<file path="src/rtl/sopc_bus_ctrl.sv">
// Memory-bus controller between the core data port and NUM_SLAVES memory-mapped slaves.
// Decodes the top address bits, inserts wait states, waits for slave ready, and reports errors.
module sopc_bus_ctrl #(
    parameter int unsigned ADDR_WIDTH  = 32,
    parameter int unsigned DATA_WIDTH  = 32,
    parameter int unsigned SEL_BITS    = 2,
    parameter int unsigned NUM_SLAVES  = 4,
    parameter int unsigned WAIT_CYCLES = 1,
    parameter int unsigned TIMEOUT     = 16
) (
    input  logic                             clk,
    input  logic                             rst,
    input  logic                             m_en,
    input  logic                             m_write_en,
    input  logic [DATA_WIDTH/8-1:0]          m_write_sel,
    input  logic [ADDR_WIDTH-1:0]            m_addr,
    input  logic [DATA_WIDTH-1:0]            m_write_data,
    output logic [DATA_WIDTH-1:0]            m_read_data,
    output logic                             m_stall,
    output logic                             bus_err,
    output logic [NUM_SLAVES-1:0]            s_en,
    output logic                             s_write_en,
    output logic [DATA_WIDTH/8-1:0]          s_write_sel,
    output logic [ADDR_WIDTH-1:0]            s_addr,
    output logic [DATA_WIDTH-1:0]            s_write_data,
    input  logic [NUM_SLAVES*DATA_WIDTH-1:0] s_read_data,
    input  logic [NUM_SLAVES-1:0]            s_ready
);

    localparam int unsigned SEL_W = DATA_WIDTH / 8;
    localparam int unsigned TO_W  = (TIMEOUT > 0) ? $clog2(TIMEOUT + 1) : 1;

    typedef enum logic [2:0] {
        ST_IDLE,
        ST_WAIT,
        ST_REQ,
        ST_RESP,
        ST_ERR
    } state_t;

    state_t                state_q, state_d;
    logic [7:0]            wait_q, wait_d;
    logic [TO_W-1:0]       to_q, to_d;
    logic [SEL_BITS-1:0]   idx_q, idx_d;
    logic                  we_q, we_d;
    logic [SEL_W-1:0]      sel_q, sel_d;
    logic [ADDR_WIDTH-1:0] addr_d;
    logic [DATA_WIDTH-1:0] wdata_d;
    logic [DATA_WIDTH-1:0] rdata_d;
    logic [NUM_SLAVES-1:0] s_en_d;
    logic                  s_we_d;
    logic [SEL_W-1:0]      s_sel_d;
    logic                  err_d;
    logic [SEL_BITS-1:0]   m_idx;
    logic [DATA_WIDTH-1:0] rd_sel;
    logic                  ready_sel;

    assign m_idx   = m_addr[ADDR_WIDTH-1 -: SEL_BITS];
    assign m_stall = rst & m_en & (state_q != ST_RESP) & (state_q != ST_ERR);

    // Read-data and ready mux for the latched slave index
    always_comb begin
        rd_sel    = '0;
        ready_sel = 1'b0;
        for (int i = 0; i < int'(NUM_SLAVES); i++) begin
            if (idx_q == SEL_BITS'(i)) begin
                rd_sel    = s_read_data[i*DATA_WIDTH +: DATA_WIDTH];
                ready_sel = s_ready[i];
            end
        end
    end

    // Next state and next registered outputs
    always_comb begin
        state_d = state_q;
        wait_d  = wait_q;
        to_d    = to_q;
        idx_d   = idx_q;
        we_d    = we_q;
        sel_d   = sel_q;
        addr_d  = s_addr;
        wdata_d = s_write_data;
        rdata_d = m_read_data;

        case (state_q)
            ST_IDLE: begin
                if (m_en) begin
                    idx_d   = m_idx;
                    we_d    = m_write_en;
                    sel_d   = m_write_sel;
                    addr_d  = m_addr;
                    wdata_d = m_write_data;
                    if (32'(m_idx) >= NUM_SLAVES) begin
                        state_d = ST_ERR;
                    end else if (WAIT_CYCLES != 0) begin
                        state_d = ST_WAIT;
                        wait_d  = 8'(WAIT_CYCLES);
                    end else begin
                        state_d = ST_REQ;
                        to_d    = '0;
                    end
                end
            end
            ST_WAIT: begin
                wait_d = wait_q - 8'd1;
                if (wait_q == 8'd1) begin
                    state_d = ST_REQ;
                    to_d    = '0;
                end
            end
            ST_REQ: begin
                if (ready_sel) begin
                    if (!we_q) begin
                        rdata_d = rd_sel;
                    end
                    state_d = ST_RESP;
                end else if (TIMEOUT != 0) begin
                    if (to_q == TO_W'(TIMEOUT - 1)) begin
                        state_d = ST_ERR;
                    end else begin
                        to_d = to_q + TO_W'(1);
                    end
                end
            end
            ST_RESP: state_d = ST_IDLE;
            ST_ERR:  state_d = ST_IDLE;
            default: state_d = ST_IDLE;
        endcase

        if (state_d == ST_ERR) begin
            rdata_d = '0;
        end

        s_en_d = '0;
        for (int i = 0; i < int'(NUM_SLAVES); i++) begin
            s_en_d[i] = (state_d == ST_REQ) && (idx_d == SEL_BITS'(i));
        end
        s_we_d  = (state_d == ST_REQ) && we_d;
        s_sel_d = s_we_d ? sel_d : '0;
        err_d   = (state_d == ST_ERR);
    end

    always_ff @(posedge clk or negedge rst) begin
        if (!rst) begin
            state_q      <= ST_IDLE;
            wait_q       <= '0;
            to_q         <= '0;
            idx_q        <= '0;
            we_q         <= 1'b0;
            sel_q        <= '0;
            s_addr       <= '0;
            s_write_data <= '0;
            m_read_data  <= '0;
            s_en         <= '0;
            s_write_en   <= 1'b0;
            s_write_sel  <= '0;
            bus_err      <= 1'b0;
        end else begin
            state_q      <= state_d;
            wait_q       <= wait_d;
            to_q         <= to_d;
            idx_q        <= idx_d;
            we_q         <= we_d;
            sel_q        <= sel_d;
            s_addr       <= addr_d;
            s_write_data <= wdata_d;
            m_read_data  <= rdata_d;
            s_en         <= s_en_d;
            s_write_en   <= s_we_d;
            s_write_sel  <= s_sel_d;
            bus_err      <= err_d;
        end
    end

endmodule
</file>
<file path="config.mk">
export PLATFORM = sky130hd
export DESIGN_NAME = sopc_bus_ctrl
export DESIGN_NICKNAME = d
export VERILOG_FILES = /design/src/rtl/sopc_bus_ctrl.sv
export SDC_FILE = /design/constraint.sdc
export NUM_CORES = 1
export LEC_CHECK = 0
export ABC_AREA = 1
export CAP_MARGIN = 20
export CORE_UTILIZATION = 37
export CTS_CLUSTER_SIZE = 20
export DETAILED_ROUTE_END_ITERATION = 8
export GPL_TIMING_DRIVEN = 1
export PLACE_DENSITY = 0.77
export SETUP_SLACK_MARGIN = 0.15
export SLEW_MARGIN = 25
export SYNTH_ARGS = -nofsm -noshare
export SYNTH_HDL_FRONTEND = slang
export SYNTH_SLANG_ARGS = --single-unit
</file>
<file path="constraint.sdc">
create_clock -name clk -period 1.7 [get_ports clk]
set_clock_uncertainty 0.2 [all_clocks]
set_input_delay 0.34 -clock clk [delete_from_list [all_inputs] [get_ports clk]]
set_output_delay 0.34 -clock clk [all_outputs]
set_load 0.03 [all_outputs]
</file>
==> run metrics <==
largest net degree at the start of global routing 130; global-route wire length before repair 33600 um; Yosys top cell area share 49.5%; CTS tree done; multi-input logic area about 3200 sq um; row count 48; CP max-delay cell dfrtp_2; post-synthesis sequential area ratio roughly 49%; setup slack after layout -0.259 ns; Via density about 4.8; Hold Crit Class in -> reg; Leakage ~5.7 nW; post-synthesis cell area around 6500 sq um; design area 11400 sq um; WL final about 23000 um; RSZ-0062 raised after global routing true; largest cells by area after synthesis dfrtp_1, nand2_1, nand3_1; First-pass DRT Iterations 4; Tightest Pin Transition 0.731 ns; port buffer count 310; Final setup violation count between 90 and 100; Synth Register Bits 129; initial antenna violation count 1; Setup TNS Final -5.88 ns; clock slew at reported path FFs about 0.060 ns; CP peak stage delay around 0.45 ns; final hold slack ~0.26 ns; Global Route Usage Sum between 20% and 30%; GPL Wtd Cong 0.868; Yosys warning count 0; DP Area 10300 sq um; Final Max Slew Viols 0; Register Area between 3000 and 4000 sq um; f_max between 0.5 and 0.6 GHz; final clock period utilization by the worst path 115%; Peak VDD IR roughly 1 mV; htree depth 4; CP Class reg -> out; Std-Cell Core Area between 15000 and 20000 sq um; DP Cell Count 1415; Post-DP HPWL around 16000 um; failing checks setup timing; total gr overflow 0; Via Count slightly above 7000; vias in the first global route ~6800; post-route ant nets 0; CTS root buf clkbuf_16; Slew HR about 51%; DRC errors left 0; final hold violations 0; Die Height approximately 130 um; Clock Path Buffers 2; critical path peak fanout 4; Total Die Area 18200 sq um; Iter 0 DRT Violations roughly 250; max_cap viols 0; syn nets 1084; Post-Syn Area per Cell ~7.4 sq um; Worst Path Required between 1 and 1.5 ns; initial core utilization a little under two fifths; post-synthesis cell count roughly 880; synthesis-to-layout area growth 74.6%; fill count roughly 1400; TritonCTS Buffers 17; Final min period 1.96 ns; Num Clock Sinks approximately 130; Critical Path AT 1.42 ns; # IOs 311; area leader, netlist dfrtp_1; Netlist cell types 32; critical path capture point type primary output; critical-path cell list inv_1 -> nand2_1 -> a211oi_2 -> nor2_1 -> buf_4; Skew-Pair Late Insertion Delay 0.40 ns; die width approximately 130 um; crit path launch type flip-flop; P per Cell Area ~1700 nW/um^2; Final #Nets 1460; share of cells above drive strength 1 a little over a quarter; status finished with violations; routed len/inst approximately 15 um; Finished Layout Cells ~1500
[layout make-up]
type / instances / share of cell area [%]
Antenna cell: 1 / 0.0220
Timing Repair Buffer: 399 / 33.8
Sequential cell: 129 / 28.4
Clock buffer: 19 / 3.89
Inverter: 71 / 2.44
Tap cell: 225 / 2.47
Clock inverter: 10 / 0.802
Multi-Input combinational cell: 634 / 28.2
[routing by layer]
layer | track usage (%) | vias up | part of all wire (%)
met5 | 0 | - | 0
met4 | 8.24 | 0 | 2.5
met3 | 7.43 | 42 | 7.6
met2 | 42.0 | 268 | 51
met1 | 26.9 | 3291 | 39
li1 | - | 3474 | -
[sequential cells by signal, summed over array words and instances, names as in the netlist, 3 cells and up]
signal        count
s_en              4
state_q           3
to_q              5
s_write_sel       4
m_read_data      32
sel_q             4
s_addr           32
wait_q            8
s_write_data     32
[power by group]
group	switching [W]	total (W)	internal, W
Clock	0.00132	0.00333	0.00202
Combinational	0.00671	0.0114	0.00464
Sequential	0.000794	0.00508	0.00429
Total	0.00882	0.0198	0.0109
[Yosys cell counts]
| cell type | number |
|---|---|
| ha_1 | 4 |
| nor2_2 | 2 |
| buf_4 | 9 |
| nand3_2 | 2 |
| or2_1 | 10 |
| clkbuf_1 | 15 |
| nand2_2 | 3 |
| nand4_1 | 2 |
| a211oi_1 | 1 |
| inv_4 | 1 |
| buf_1 | 2 |
| nand3b_1 | 5 |
| nor2_4 | 3 |
| nand3_4 | 1 |
| or2_2 | 4 |
| nor3_1 | 1 |
| a21oi_1 | 19 |
| nand2_1 | 380 |
| nor2_1 | 47 |
| xor2_1 | 1 |
| inv_2 | 4 |
| o21ai_2 | 1 |
| buf_2 | 16 |
| inv_1 | 66 |
| buf_6 | 3 |
| dfrtp_1 | 129 |
| or2_0 | 10 |
| nand3_1 | 96 |
| o21ai_1 | 1 |
| mux2i_1 | 1 |
| nand2_4 | 3 |
| o21ai_0 | 34 |
[stage by stage]
step | setup slack (ns) | total power [W] | util (%)
floorplan | 0.0370 | 0.0107 | -
global placement | -0.260 | 0.0150 | 59.5
detailed placement | -0.311 | 0.0152 | 59.5
CTS | -0.262 | 0.0183 | 61.5
global route | -0.333 | 0.0209 | 66.1
finish | -0.259 | 0.0198 | 66.1
[placed cells by master (no fill, tap or decap), types with 6 or more instances in the layout]
| cell | count |
|---|---|
| inv_2 | 6 |
| nor2_4 | 8 |
| buf_4 | 75 |
| buf_2 | 62 |
| buf_6 | 29 |
| nand2_1 | 362 |
| o21ai_2 | 9 |
| inv_1 | 61 |
| a21oi_2 | 10 |
| buf_12 | 20 |
| nor2_2 | 7 |
| clkbuf_16 | 21 |
| nand3_2 | 20 |
| or2_1 | 10 |
| or2_0 | 10 |
| dfrtp_1 | 126 |
| nor2_1 | 37 |
| nand2_2 | 19 |
| o21ai_0 | 19 |
| o21ai_1 | 8 |
| nand3_1 | 76 |
| clkdlybuf4s50_1 | 202 |
[what timing repair did]
action,4_1_cts,5_1_grt
pin swaps,15,50
hold buffers,1,0
endpoints found under the hold margin,129,0
setup buffers,10,24
cloned,4,5
endpoints found under the setup margin,223,172
gates resized for setup,565,188
[logic make-up after synthesis]
family,count (synthesis),synth area share [%]
AO/OA/AOI/OAI,56,4.39
AND/OR/NAND/NOR,569,37.2
buffers and inverters,116,7.88
multiplexers,1,0.153
adder cells (fa/ha/maj),4,0.767
XOR/XNOR,1,0.134
flip-flops,129,49.5
[final timing paths]
check | start | to | slack (ns) | depth (start not counted)
min reg2reg | s_addr[10] | s_addr[10] | 0.27 | 2
max in group asynchronous | rst | idx_q[1] | 0.28 | 3
min in group asynchronous | rst | m_read_data[26] | 0.39 | 3
min | m_addr[7] | s_addr[7] | 0.26 | 3
max reg2reg | to_q[0] | to_q[2] | -0.16 | 10
max | state_q[0] | m_stall | -0.26 | 5
[critical path: cells and delay by family, from the launching register on]
kind            cells  cell delay [ns]
flops               1             0.45
buf+inv             2             0.24
compound gates      1             0.20
simple gates        2             0.12
No activity file was read; power rests on OpenSTA's default activity.
